[src/rtl/note_player.sv]
// Note consumer: requests notes from the pattern sequencer, plays each for its
// length in frame ticks, gates the voice, and flags end of song on a response timeout.
module note_player #(
  parameter int TICKS_PER_STEP = 4,
  parameter int GAP_TICKS      = 1,
  parameter int RESP_TIMEOUT   = 16
) (
  input  logic       i_clk,
  input  logic       i_rst,
  input  logic       i_enable,
  input  logic       i_tick,
  output logic       o_note_stb,
  input  logic       i_note_valid,
  input  logic [5:0] i_note_pitch,
  input  logic [4:0] i_note_len,
  input  logic [3:0] i_note_instrument,
  output logic       o_gate,
  output logic [5:0] o_pitch,
  output logic [3:0] o_instrument,
  output logic       o_busy,
  output logic       o_done,
  output logic [2:0] o_state
);

  typedef enum logic [2:0] {
    S_IDLE    = 3'd0,
    S_REQUEST = 3'd1,
    S_WAIT    = 3'd2,
    S_PLAY    = 3'd3,
    S_DONE    = 3'd4
  } state_t;

  localparam logic [9:0] STEP_W = 10'(TICKS_PER_STEP);
  localparam logic [9:0] GAP_W  = 10'(GAP_TICKS);
  localparam logic [7:0] RESP_W = 8'(RESP_TIMEOUT);

  state_t     state_q, state_d;
  logic [9:0] rem_q, rem_d;
  logic [7:0] cnt_q, cnt_d;
  logic [5:0] pitch_q, pitch_d;
  logic [3:0] instr_q, instr_d;
  logic       stb_q, gate_q, busy_q, done_q;

  always_comb begin
    state_d = state_q;
    rem_d   = rem_q;
    cnt_d   = cnt_q;
    pitch_d = pitch_q;
    instr_d = instr_q;
    case (state_q)
      S_IDLE: begin
        if (i_enable) state_d = S_REQUEST;
      end
      S_REQUEST: begin
        cnt_d   = 8'd0;
        state_d = S_WAIT;
      end
      S_WAIT: begin
        cnt_d = cnt_q + 8'd1;
        if (i_note_valid) begin
          pitch_d = i_note_pitch;
          instr_d = i_note_instrument;
          rem_d   = ({5'd0, i_note_len} + 10'd1) * STEP_W;
          state_d = S_PLAY;
        end else if (cnt_q == RESP_W) begin
          state_d = S_DONE;
        end
      end
      S_PLAY: begin
        // Remaining == 0 holds PLAY for one more cycle after the final tick,
        // so the next strobe lands two cycles after that tick.
        if (rem_q == 10'd0) begin
          state_d = i_enable ? S_REQUEST : S_IDLE;
        end else if (i_tick) begin
          rem_d = rem_q - 10'd1;
        end
      end
      S_DONE: begin
        state_d = S_DONE;
      end
      default: begin
        state_d = S_IDLE;
      end
    endcase
  end

  always_ff @(posedge i_clk or posedge i_rst) begin
    if (i_rst) begin
      state_q <= S_IDLE;
      rem_q   <= 10'd0;
      cnt_q   <= 8'd0;
      pitch_q <= 6'd0;
      instr_q <= 4'd0;
      stb_q   <= 1'b0;
      gate_q  <= 1'b0;
      busy_q  <= 1'b0;
      done_q  <= 1'b0;
    end else begin
      state_q <= state_d;
      rem_q   <= rem_d;
      cnt_q   <= cnt_d;
      pitch_q <= pitch_d;
      instr_q <= instr_d;
      // Outputs are decoded from the next state so they line up with state_q.
      stb_q   <= (state_d == S_REQUEST);
      gate_q  <= (state_d == S_PLAY) && (pitch_d != 6'd0) && (rem_d > GAP_W);
      busy_q  <= (state_d == S_REQUEST) || (state_d == S_WAIT) || (state_d == S_PLAY);
      done_q  <= (state_d == S_DONE);
    end
  end

  assign o_note_stb   = stb_q;
  assign o_gate       = gate_q;
  assign o_pitch      = pitch_q;
  assign o_instrument = instr_q;
  assign o_busy       = busy_q;
  assign o_done       = done_q;
  assign o_state      = state_q;

endmodule
[config.mk]
export PLATFORM = sky130hd
export DESIGN_NAME = note_player
export DESIGN_NICKNAME = d
export VERILOG_FILES = /design/src/rtl/note_player.sv
export SDC_FILE = /design/constraint.sdc
export NUM_CORES = 1
export LEC_CHECK = 0
export BUFFER_PORTS_ARGS = -buffer_cell sky130_fd_sc_hd__clkbuf_2
export CAP_MARGIN = 20
export CORE_UTILIZATION = 59
export DETAILED_ROUTE_END_ITERATION = 10
export PLACE_DENSITY = 0.84
export SLEW_MARGIN = 20
export SYNTH_ARGS = -nofsm -noshare
export SYNTH_HDL_FRONTEND = slang
export SYNTH_SLANG_ARGS = --single-unit
[constraint.sdc]
create_clock -name i_clk -period 3.4 [get_ports i_clk]
set_input_delay 0.34 -clock i_clk [delete_from_list [all_inputs] [get_ports i_clk]]
set_output_delay 0.34 -clock i_clk [all_outputs]
set_load 0.05 [all_outputs]
==> results.ini <==
[drt]
first_pass_iters=4
totalWireLength_um=4520
drc=0
first_iter_violations=106
num_vias=1831
viasPerCell=6.06
wire_per_inst_um=15.0
antenna_left=0

[timing]
fin_setup_tns_ps=0
fin_crit_ps=2480
worstMarginPinSlew_ps=676
setup_violations=0
fin_crit_sh_pct=73.0
rsz0062_at_grt=no
fmax_mhz=403
drv_slew=0
fin_skew_ps=4.63
maxSlewHeadroom_pct=54.5
hold_violations=0
fin_hold_ws_ps=51.3

[die]
die_area_mm2=0.00354
fp.dieW_um=59.5
std_cell_rows=20
fp.dieH_um=59.5
start_util_pct=62.8
boundaryPins=37
core_mm2=0.00310

[clock_tree]
numCtsBuffers=5
root_buffer=clkbuf_4
insertion_delay_ps=350
cts.sinks=35
cts_htree_levels=2
holdBufCountCts=0
cts_buffer_depth=2
cts_resized=0
clk_transition_reported_paths_ps=110
tritoncts=built
postCtsSetupRepairBufs=0

[synthesis]
synthFlopType=dfrtp_1
yosysMostFrequentCell=nand2_1
yosys_warnings=0
synth_area_mm2=0.00195
ys_seq_area_share_pct=44.9
synth.cells.most_frequent=nand2_1, dfrtp_1, nor2_1
synthArstFlopShare_pct=100
synth_area_leader_cell=dfrtp_1
ys_seq_elements=35
ys_types=49
netlist.area_leader.share_pct=44.9
synth_nets=245
postSynthAreaPerCell_um2=8.86
synth_area_leaders=dfrtp_1, nand2_1, ha_1
netlist_instances=220
synth-edff-count=0

[pwr]
fin_total_pwr_mw=2.07
switching_share_pct=47.7
clock_power_share_pct=15.5
power.switching_mw=0.986
p_per_area_mw_per_mm2=909
p_leak_nw=1.11
ir_worst_vdd_uv=588
p_int_mw=1.08
p_comb_share_pct=50.2
share_seq_of_total_power_pct=34.4

[global_route]
grt_pass1_wl_um=7510
grt_max_degree=36
overflow=0
grt_usage_pct=28.9
antenna_found_initial=0
grt_pass1_vias=1605

[critical_path]
required_ps=3610
path_class=reg -> reg
cp-end-kind=flop
worstSetupStartpointType=flop
worst_ep_arrival_time_ps=2700
reg2reg_slack_ps=920
path_max_fanout=5

[job]
maxCapViolCount=0

[placement]
portBuffers=36
gp_congestion=0.963
dpl.hpwl_um=3210

[final_layout]
fin_nets=282
final_core_util_pct=73.3
fill_cells=241
diodes=0
area_growth_pct=16.6
drive_gt1_share_pct=22.9

[min_path]
hp-class=in -> async

[run_status]
status=completed

state kept, by name (all words and copies together) (netlist names):
name,cells
o_pitch,6
o_instrument,4
o_gate,1
o_busy,1
o_done,1
o_state,3
rem_q,10
cnt_q,8
o_note_stb,1
path summary, 6_finish.rpt:
kind	start	endpoint	depth (start not counted)
worst max-delay path	rem_q[0]	o_gate	8
worst min-delay path	i_rst	o_pitch[4]	3
worst max register to register	rem_q[0]	o_gate	8
worst min register to register	o_instrument[2]	o_instrument[2]	2
max in group asynchronous	i_rst	cnt_q[4]	3
min in group i_clk	i_note_instrument[3]	o_instrument[3]	3
power by group through the flow:
stage	Combinational (mW)	Sequential, mW	Clock [mW]
final	1.04	0.710	0.319
after global routing	1.13	0.731	0.338
after CTS	1.02	0.705	0.322
after detailed placement	1.02	0.709	0
after global placement	1.00	0.710	0
after floorplan	0.566	0.909	0
kinds of logic (layout without fill, tap and decap cells):
kind of cell    after synthesis  after routing  share of synthesized area [%]
mux                           4              4                           2.12
xor+xnor                      4              4                           1.80
flops                        35             35                           44.9
compound gates               42             42                           14.6
simple gates                108            108                           29.0
buf+inv                      22             60                           4.30
fa+ha+maj                     5              5                           3.21
layout by cell type, fill, tap and decap left out, types with 2 or more instances in the layout:
cell type,count
a21oi_1,9
a31oi_1,4
a41oi_1,2
and3_1,5
buf_4,3
clkbuf_2,36
clkbuf_4,5
dfrtp_1,35
ha_1,5
inv_1,13
mux2i_1,3
nand2_1,42
nand3_1,9
nand4_1,5
nand4bb_1,2
nor2_1,16
nor2b_1,3
nor3_1,4
nor4_1,4
nor4b_1,2
o211ai_1,2
o21ai_0,11
o221ai_1,2
o22ai_1,2
or3_2,2
or3b_2,2
or4_1,2
xnor2_1,2
xor2_1,2
area by class of cell:
class	instances	area [µm²]	area share [%]
Inverter	13	48.8	2.15
Sequential cell	35	876	38.5
Multi-Input combinational cell	163	1000	44.2
Timing Repair Buffer	39	203	8.92
Clock buffer	6	51.3	2.26
Tap cell	44	55.1	2.42
Clock inverter	2	35.0	1.54
stage by stage:
stage,setup slack (ps),cell area [µm²],std cells
6_report,917,2270,302
5_1_grt,590,2270,302
4_1_cts,914,2260,302
3_5_place_dp,972,2180,294
3_3_place_gp,967,2180,294
2_1_floorplan,1110,1950,220
critical path, cell delays in order (launching register included):
cell,delay [ps]
dfrtp_1,430
inv_1,110
ha_1,170
nor4b_1,550
and3_1,300
o221ai_1,150
nand4bb_1,210
nor4_1,270
a41oi_1,170
routing by layer:
metal,share of wire [%],wire [µm],vias up,track usage [%]
li1,-,-,868,-
met1,45,2020,878,40.5
met2,46,2100,74,43.5
met3,7.3,329,11,6.11
met4,1.6,72,0,11.6
met5,0,0,-,0
(Power assumes the default switching activity.)
